## config.mk

```make
export PLATFORM = sky130hd
export DESIGN_NAME = irq_controller_flat
export DESIGN_NICKNAME = d
export VERILOG_FILES = /design/src/rtl/irq_pkg.sv /design/src/rtl/irq_controller_if.sv /design/src/rtl/irq_prio_enc.sv /design/src/rtl/irq_controller.sv /design/src/flat_wrapper.sv
export SDC_FILE = /design/constraint.sdc
export NUM_CORES = 1
export LEC_CHECK = 0
export CORE_MARGIN = 2
export CORE_UTILIZATION = 39
export CTS_BUF_LIST = sky130_fd_sc_hd__clkbuf_16
export DETAILED_ROUTE_END_ITERATION = 8
export PLACE_DENSITY_LB_ADDON = 0.25
export SYNTH_ARGS = -nofsm -noshare
export SYNTH_HDL_FRONTEND = slang
export SYNTH_HIERARCHICAL = 1
export SYNTH_SLANG_ARGS = --single-unit
```

## constraint.sdc

```tcl
create_clock -name clock -period 5.87 [get_ports clock]
set_clock_uncertainty 0.15 [all_clocks]
set_input_delay 1.761 -clock clock [delete_from_list [all_inputs] [get_ports clock]]
set_output_delay 1.761 -clock clock [all_outputs]
set_load 0.01 [all_outputs]
```

## src/rtl/irq_pkg.sv

```systemverilog
// Shared constants for the platform interrupt controller.
// Reserved I/O port map and source-width helpers.
package irq_pkg;

  localparam int MAX_SOURCES = 16;

  localparam logic [8:0] STATUS_PORT = 9'd4;
  localparam logic [8:0] MASK_PORT   = 9'd5;
  localparam logic [8:0] ACK_PORT    = 9'd6;
  localparam logic [8:0] INDEX_PORT  = 9'd7;

  localparam logic [15:0] NO_PENDING = 16'h8000;

  function automatic logic [15:0] src_valid(input int n);
    logic [31:0] ones;
    ones = (32'h1 << n) - 32'h1;
    return ones[15:0];
  endfunction

endpackage

```

## src/rtl/irq_controller_if.sv

```systemverilog
// CPU-side I/O bus seen by the interrupt controller.
// The CPU is master; the controller is slave.
interface irq_controller_if;

  logic [8:0]  io_port;
  logic [15:0] data_out;
  logic        data_out_valid;
  logic [15:0] rd_data;
  logic        rd_hit;
  logic        irq;

  modport master (
    output io_port, data_out, data_out_valid,
    input  rd_data, rd_hit, irq
  );

  modport slave (
    input  io_port, data_out, data_out_valid,
    output rd_data, rd_hit, irq
  );

endinterface

```

## src/rtl/irq_prio_enc.sv

```systemverilog
// Lowest-set-bit encoder over a 16-bit request vector.
// Bit 0 has the highest priority.
module irq_prio_enc (
  input  logic [15:0] vec,
  output logic [3:0]  index,
  output logic        valid
);

  always_comb begin
    index = '0;
    for (int i = 15; i >= 0; i--) begin
      if (vec[i]) index = 4'(i);
    end
  end

  assign valid = |vec;

endmodule

```

## src/rtl/irq_controller.sv

```systemverilog
// Interrupt controller: latches sources, applies mask,
// drives the CPU irq line and serves ports 4..7.
module irq_controller
  import irq_pkg::*;
#(
  parameter int          NUM_SOURCES = 8,
  parameter logic [15:0] EDGE_MASK   = 16'h0000,
  parameter logic [8:0]  STATUS_PORT = irq_pkg::STATUS_PORT,
  parameter logic [8:0]  MASK_PORT   = irq_pkg::MASK_PORT,
  parameter logic [8:0]  ACK_PORT    = irq_pkg::ACK_PORT,
  parameter logic [8:0]  INDEX_PORT  = irq_pkg::INDEX_PORT
) (
  input  logic                   clock,
  input  logic                   reset,
  input  logic [NUM_SOURCES-1:0] src,
  irq_controller_if.slave        bus
);

  localparam logic [15:0] VALID = src_valid(NUM_SOURCES);
  localparam logic [15:0] EDGE  = EDGE_MASK & VALID;
  localparam logic [15:0] LEVEL = ~EDGE_MASK & VALID;

  logic [15:0] src_w;
  logic [15:0] src_q;
  logic [15:0] src_d;
  logic [15:0] edge_q;
  logic [15:0] mask_q;
  logic        irq_q;

  logic [15:0] set;
  logic [15:0] clr;
  logic [15:0] edge_next;
  logic [15:0] pending;
  logic [15:0] pending_next;
  logic [15:0] mask_next;
  logic [15:0] active;
  logic        wr_mask;
  logic        wr_ack;
  logic [3:0]  idx;
  logic        idx_valid;

  always_comb begin
    src_w = '0;
    src_w[NUM_SOURCES-1:0] = src;
  end

  assign wr_mask = bus.data_out_valid &&
                   (bus.io_port == MASK_PORT);
  assign wr_ack  = bus.data_out_valid &&
                   (bus.io_port == ACK_PORT);

  // Edge detect runs on the registered sample so
  // a rise seen at E0 becomes pending at E1.
  assign set       = src_q & ~src_d & EDGE;
  assign clr       = wr_ack ? (bus.data_out & EDGE) : '0;
  assign edge_next = set | (edge_q & ~clr);

  assign pending      = (edge_q & EDGE) | (src_q & LEVEL);
  assign pending_next = edge_next | (src_w & LEVEL);
  assign mask_next    = wr_mask ? (bus.data_out & VALID)
                                : mask_q;
  assign active       = pending & mask_q;

  always_ff @(posedge clock) begin
    if (reset) begin
      src_q  <= '0;
      src_d  <= '0;
      edge_q <= '0;
      mask_q <= '0;
      irq_q  <= 1'b0;
    end else begin
      src_q  <= src_w;
      src_d  <= src_q;
      edge_q <= edge_next;
      mask_q <= mask_next;
      irq_q  <= |(pending_next & mask_next);
    end
  end

  assign bus.irq = irq_q;

  irq_prio_enc u_prio (
    .vec   (active),
    .index (idx),
    .valid (idx_valid)
  );

  // Reads have no strobe, so this path is purely combinational.
  always_comb begin
    bus.rd_data = '0;
    bus.rd_hit  = 1'b0;
    unique case (1'b1)
      (bus.io_port == STATUS_PORT): begin
        bus.rd_data = active;
        bus.rd_hit  = 1'b1;
      end
      (bus.io_port == MASK_PORT): begin
        bus.rd_data = mask_q;
        bus.rd_hit  = 1'b1;
      end
      (bus.io_port == INDEX_PORT): begin
        bus.rd_data = idx_valid ? {12'h000, idx}
                                : NO_PENDING;
        bus.rd_hit  = 1'b1;
      end
      default: begin
        bus.rd_data = '0;
        bus.rd_hit  = 1'b0;
      end
    endcase
  end

endmodule

```

## src/flat_wrapper.sv

```systemverilog
// flat-port wrapper written by rule: the top's interface ports become plain ports
module irq_controller_flat import irq_pkg::*;
#(
  parameter int          NUM_SOURCES = 8,
  parameter logic [15:0] EDGE_MASK   = 16'h0000,
  parameter logic [8:0]  STATUS_PORT = irq_pkg::STATUS_PORT,
  parameter logic [8:0]  MASK_PORT   = irq_pkg::MASK_PORT,
  parameter logic [8:0]  ACK_PORT    = irq_pkg::ACK_PORT,
  parameter logic [8:0]  INDEX_PORT  = irq_pkg::INDEX_PORT
)
  (clock, reset, src, bus_io_port, bus_data_out, bus_data_out_valid, bus_rd_data, bus_rd_hit, bus_irq);
  irq_controller_if bus_i ();
  input  logic clock;
  input  logic reset;
  input  logic [NUM_SOURCES-1:0] src;
  input wire logic [$bits(bus_i.io_port)-1:0] bus_io_port;
  input wire logic [$bits(bus_i.data_out)-1:0] bus_data_out;
  input wire logic [$bits(bus_i.data_out_valid)-1:0] bus_data_out_valid;
  output wire logic [$bits(bus_i.rd_data)-1:0] bus_rd_data;
  output wire logic [$bits(bus_i.rd_hit)-1:0] bus_rd_hit;
  output wire logic [$bits(bus_i.irq)-1:0] bus_irq;
  assign bus_i.io_port = bus_io_port;
  assign bus_i.data_out = bus_data_out;
  assign bus_i.data_out_valid = bus_data_out_valid;
  assign bus_rd_data = bus_i.rd_data;
  assign bus_rd_hit = bus_i.rd_hit;
  assign bus_irq = bus_i.irq;
  irq_controller #(.NUM_SOURCES(NUM_SOURCES), .EDGE_MASK(EDGE_MASK), .STATUS_PORT(STATUS_PORT), .MASK_PORT(MASK_PORT), .ACK_PORT(ACK_PORT), .INDEX_PORT(INDEX_PORT)) u_core (.clock(clock), .reset(reset), .src(src), .bus(bus_i));
endmodule
```

==> results of run 1 <==
==> flip-flops by register name, summed over array words and instances (netlist names) <==
register,count
u_core/bus.irq,1
u_core/src_q,8
u_core/mask_q,8
==> worst max-delay path by stage <==
stage,startpoint,end,slack [ns],cells past startpoint
after CTS,bus_io_port[6],bus_rd_data[1],0.06,8
after detailed placement,bus_io_port[6],bus_rd_data[1],0.07,8
after global placement,bus_io_port[6],bus_rd_data[1],0.11,8
after global routing,bus_io_port[8],bus_rd_data[3],0.009,8
after floorplan,bus_io_port[6],bus_rd_data[4],1.14,6
final,bus_io_port[8],bus_rd_data[3],0.1,8
==> cell families (layout without fill, tap and decap cells) <==
kind of cell | count (synthesis) | after routing | share of synthesized area
AO/OA/AOI/OAI | 29 | 29 | 0.190
buffers and inverters | 13 | 47 | 0.0761
flip-flops | 17 | 17 | 0.309
multiplexers | 9 | 9 | 0.0886
other | 1 | 30 | 0.00341
AND/OR/NAND/NOR | 63 | 63 | 0.333
==> worst max-delay path, cell delays in order <==
cell             delay, ns
clkdlybuf4s50_1       0.44
nor4b_4               0.33
and4b_1               0.27
nor2b_1               0.15
buf_4                 0.17
a21o_1                0.09
a22o_1                0.12
clkdlybuf4s50_1       0.53
==> layer usage <==
layer,vias up,GRT usage,part of all wire
met5,-,0,0
met1,481,0.180,0.43
met3,4,0.0227,0.049
met4,0,0.0664,0.011
li1,557,-,-
met2,31,0.279,0.51
==> stage by stage <==
step                std cells  utilization  hold WS, ns  instance area, sq um
detailed placement        222        0.580        0.400                  1570
global placement          222        0.580        0.389                  1570
finish                    226        0.612        0.410                  1660
CTS                       226        0.609        0.414                  1650
floorplan                 161            -        0.341                  1210
global route              226        0.612        0.436                  1660
==> report_power, final <==
group          internal [mW]  switching (mW)
sequential             0.119         0.00129
combinational         0.0219          0.0144
clock                 0.0901          0.0402
total                  0.231          0.0559
==> repair_timing <==
item                                    4_1_cts  5_1_grt
resized for setup                             0        3
hold buffers                                  0        0
endpoints found under the setup margin        0        4
==> cell type report <==
class / count / share of cell area
Clock buffer: 3 / 0.0453
Clock inverter: 1 / 0.00226
Inverter: 3 / 0.00679
Multi-Input combinational cell: 131 / 0.474
Sequential cell: 17 / 0.205
Tap cell: 31 / 0.0234
Timing Repair Buffer: 40 / 0.243
==> Yosys cell counts, types with 2 or more instances <==
| cell type | number | area share |
|---|---|---|
| a31oi_1 | 3 | 0.017 |
| and3_1 | 2 | 0.011 |
| buf_4 | 7 | 0.048 |
| nor2_1 | 16 | 0.055 |
| nand2_1 | 6 | 0.020 |
| o21ai_0 | 2 | 0.0091 |
| a21o_1 | 4 | 0.027 |
| a21oi_1 | 7 | 0.032 |
| inv_1 | 3 | 0.010 |
| dfxtp_1 | 17 | 0.31 |
| nand2b_1 | 2 | 0.011 |
| nand3_1 | 3 | 0.014 |
| a221oi_1 | 2 | 0.016 |
| nor2b_1 | 16 | 0.091 |
| and2_1 | 8 | 0.045 |
| mux2i_1 | 6 | 0.055 |
| mux2_2 | 2 | 0.020 |
| a22o_1 | 6 | 0.048 |
==> flow_metrics.env, run 1 <==
export IMPL_outcome="finished clean"
export IMPL_clock_latency_ns=0.24
export IMPL_dr_pass1_iters=4
export IMPL_whs_path_depth=2
export IMPL_start_util=0.406
export IMPL_ys_ff_latch=17
export IMPL_reg2reg_to="u_core/bus.irq$_SDFF_PP0_"
export IMPL_grt_pass1_vias=988
export IMPL_multi_input_area_sq_um=786
export IMPL_rows=19
export IMPL_antenna_found_initial=0
export IMPL_setup_violations=0
export IMPL_power_density_nw_per_um2=173
export IMPL_cap_violations=0
export IMPL_coreArea_sq_um=2710
export IMPL_crit_path_end_kind="output pin"
export IMPL_routed_wl_um=2440
export IMPL_rsz0062_at_grt="false"
export IMPL_grt_usage=0.154
export IMPL_htreeDepth=1
export IMPL_critPathMaxFanout=8
export IMPL_io_buffer_count=38
export IMPL_grt_start_max_net_pins=18
export IMPL_synthArstFlopShare=0
export IMPL_numCtsBuffers=3
export IMPL_syn_area_sq_um=1100
export IMPL_clk_root_buffer_cell="clkbuf_16"
export IMPL_total_power_uw=287
export IMPL_drt_initial_drc_count=21
export IMPL_final_hold_viol_count=0
export IMPL_r2r_slack_ns=4.45
export IMPL_min_period_ns=5.77
export IMPL_setup_ws_ns=0.0991
export IMPL_grt_overflow_total=0
export IMPL_syn2layout_area_growth_pct=50.6
export IMPL_final_common_cell="clkdlybuf4s50_1"
export IMPL_regArea_sq_um=340
export IMPL_drive_gt1_frac=0.0718
export IMPL_n_fill_cell=243
export IMPL_synth_flop_cell="dfxtp_1"
export IMPL_setup_tns_ns=0
export IMPL_timing_fmax_mhz=173
export IMPL_slew_limit_headroom=0.585
export IMPL_dr_total_vias=1073
export IMPL_clockBufferDepth=2
export IMPL_ant_nets=0
export IMPL_crit_path_start_kind="input port"
export IMPL_wl_per_cell_um=10.8
export IMPL_worst_slew_pin_slew_ns=0.620
export IMPL_ys_seq_area_frac=0.309
export IMPL_hpwl_um=1980
export IMPL_cts_tree="yes"
export IMPL_grt_pass1_wl_um=4010
export IMPL_min_from="u_core/mask_q[7]$_SDFF_PP0_"
export IMPL_worstPathRequired_ns=3.96
export IMPL_pre_cts_ws_ns=0.0695
export IMPL_post_cts_buffers=0
export IMPL_yosysWarnings=6
export IMPL_netlist_instances=132
export IMPL_clkTransAtPathRegs_ns=0.05
export IMPL_die_height_um=57.1
export IMPL_io_pins=54
export IMPL_crit_type="input port to output pin"
export IMPL_ff2ff_path_depth=5
export IMPL_mostFrequentLayoutCells="clkdlybuf4s50_1 (35), conb_1 (30), dfxtp_1 (17), nor2_1 (16), nor2b_1 (16)"
export IMPL_syn_avg_cell_area_sq_um=8.34
export IMPL_leakage_nw=0.820
export IMPL_via_per_inst=4.75
export IMPL_timing_rr_start="u_core/mask_q[2]$_SDFF_PP0_"
export IMPL_hp_class="flip-flop to flip-flop"
export IMPL_nets=232
export IMPL_synth_edf_count=0
export IMPL_fp_dieArea_sq_um=3260
export IMPL_route_detailed_drc=0
export IMPL_clkSinkCount=17
export IMPL_n_antenna_cell=0
export IMPL_fin_crit_sh=0.983
export IMPL_die_x_um=57.1
export IMPL_irDropWorstVdd_v=0.000150
export IMPL_hold_end="u_core/mask_q[7]$_SDFF_PP0_"
export IMPL_gp_congestion=0.792
export IMPL_synth_cell_types=38
export IMPL_drv_slew=0
export IMPL_arrival_ns=3.86
Note: power is estimated with default switching activity, not from simulation.
==> run 2, diff against run 1 <==
- CORE_MARGIN: 2 -> 3
==> flow_metrics.env, run 2 (same netlist as run 1, synthesis figures left out) <==
export IMPL_antenna_found_initial=0
export IMPL_fin_crit_sh=0.975
export IMPL_rsz0062_at_grt="false"
export IMPL_gp_congestion=0.786
export IMPL_drive_gt1_frac=0.0769
export IMPL_cp_slowest_stage_delay_ns=0.55
export IMPL_r2r_slack_ns=4.47
export IMPL_grt_usage=0.160
export IMPL_use_met3=0.0218
export IMPL_busiest_layer="met2"
export IMPL_timing_fmax_mhz=175
export IMPL_crit_path_end_kind="output pin"
export IMPL_cts_tree="yes"
export IMPL_clkTransAtPathRegs_ns=0.05
export IMPL_rows=18
export IMPL_wl_per_cell_um=11.2
export IMPL_pwr_share_comb=0.125
export IMPL_worst_slew_pin_slew_ns=0.620
export IMPL_grt_start_max_net_pins=18
export IMPL_io_pins=54
export IMPL_whs_path_depth=2
export IMPL_hp_class="flip-flop to flip-flop"
export IMPL_route_detailed_drc=0
export IMPL_setup_violations=0
export IMPL_arrival_ns=3.81
export IMPL_grt_overflow_total=0
export IMPL_irDropWorstVdd_v=0.000175
export IMPL_clk_root_buffer_cell="clkbuf_16"
export IMPL_slew_limit_headroom=0.585
export IMPL_final_hold_viol_count=0
export IMPL_crit_type="input port to output pin"
export IMPL_min_period_ns=5.73
export IMPL_cap_violations=0
export IMPL_hpwl_um=2080
export IMPL_syn2layout_area_growth_pct=51.0
export IMPL_ant_nets=0
export IMPL_p_sw_uw=58.1
export IMPL_met2_usage=0.306
export IMPL_worstPathCellList="clkdlybuf4s50_1 > nor4b_4 > and4b_1 > nor2b_1 > buf_4 > a21oi_1 > nor2b_1 > clkdlybuf4s50_1"
export IMPL_ff2ff_path_depth=5
export IMPL_crit_path_start_kind="input port"
export IMPL_grt_pass1_vias=1052
export IMPL_p_int_uw=231
export IMPL_reg2reg_to="u_core/bus.irq$_SDFF_PP0_"
export IMPL_timing_rr_start="u_core/mask_q[2]$_SDFF_PP0_"
export IMPL_clkSinkCount=17
export IMPL_postPlaceCellArea_sq_um=1570
export IMPL_cts_resized=0
export IMPL_min_from="u_core/mask_q[7]$_SDFF_PP0_"
export IMPL_total_power_uw=290
export IMPL_setup_ws_ns=0.144
export IMPL_via_per_inst=4.81
export IMPL_routed_wl_um=2510
export IMPL_htreeDepth=1
export IMPL_coreArea_sq_um=2590
export IMPL_leakage_nw=0.856
export IMPL_setup_tns_ns=0
export IMPL_final_common_cell="clkdlybuf4s50_1"
export IMPL_final_cells=225
export IMPL_grt_use_met1=0.180
export IMPL_seq_power_share=0.414
export IMPL_pre_cts_ws_ns=0.0871
export IMPL_clkPwrFrac=0.461
export IMPL_die_height_um=59.1
export IMPL_nets=232
export IMPL_start_util=0.425
export IMPL_ctsHoldBuffers=0
export IMPL_crit_start="bus_io_port[3]"
export IMPL_utilization=0.642
export IMPL_dr_pass1_iters=4
export IMPL_clock_latency_ns=0.25
export IMPL_hold_end="u_core/mask_q[7]$_SDFF_PP0_"
export IMPL_outcome="finished clean"
export IMPL_worstPathRequired_ns=3.96
export IMPL_dr_total_vias=1082
export IMPL_drv_slew=0
export IMPL_final_cell_area_sq_um=1660
export IMPL_mostFrequentLayoutCells="clkdlybuf4s50_1 (33), conb_1 (30), dfxtp_1 (17), nor2_1 (16), nor2b_1 (16)"
export IMPL_fp_dieArea_sq_um=3500
export IMPL_drt_initial_drc_count=27
export IMPL_post_cts_buffers=0
export IMPL_die_x_um=59.1
export IMPL_swShare=0.201
export IMPL_grt_pass1_wl_um=4400
export IMPL_whs_ns=0.410
export IMPL_power_density_nw_per_um2=174
export IMPL_post_place_cells=221
export IMPL_io_buffer_count=38
export IMPL_clockBufferDepth=2
export IMPL_critPathMaxFanout=8
export IMPL_n_antenna_cell=0
export IMPL_numCtsBuffers=3
export IMPL_slowest_stage="clkdlybuf4s50_1"
==> run 2: worst max-delay path, delay by kind of cell <==
kind                   cells  cell delay [ns]
buffers and inverters      3             1.15
AND/OR/NAND/NOR            4             0.85
AO/OA/AOI/OAI              1             0.05
==> run 2: worst max-delay path by stage <==
stage | depth (start not counted) | slack, ns | end
finish | 8 | 0.14 | bus_rd_data[6]
global route | 8 | 0.006 | bus_rd_data[5]
CTS | 8 | 0.07 | bus_rd_data[1]
detailed placement | 8 | 0.09 | bus_rd_data[1]
global placement | 8 | 0.12 | bus_rd_data[2]
floorplan | 6 | 1.14 | bus_rd_data[4]
==> run 2: metal layers <==
layer / wire length, um / vias up / share of wire
li1: - / 556 / -
met1: 1070 / 497 / 0.42
met2: 1310 / 27 / 0.52
met4: 15 / 0 / 0.0060
met5: 0 / - / 0
met3: 116 / 2 / 0.046
==> run 2: power by group through the flow <==
stage | registers [mW] | clock network [mW] | logic, mW
4_1_cts | 0.120 | 0.135 | 0.0355
6_report | 0.120 | 0.133 | 0.0361
5_1_grt | 0.120 | 0.139 | 0.0406
3_5_place_dp | 0.122 | 0 | 0.0354
3_3_place_gp | 0.122 | 0 | 0.0347
2_1_floorplan | 0.122 | 0 | 0.0168
==> run 2: cell type report <==
| class | instances | area, sq um |
|---|---|---|
| timing repair buffer | 40 | 408 |
| clock inverter | 1 | 5.00 |
| multi-input combinational | 131 | 786 |
| inverter | 3 | 11.3 |
| tap | 30 | 37.5 |
| clock buffer | 3 | 75.1 |
| sequential | 17 | 340 |
| fill | 234 | 927 |
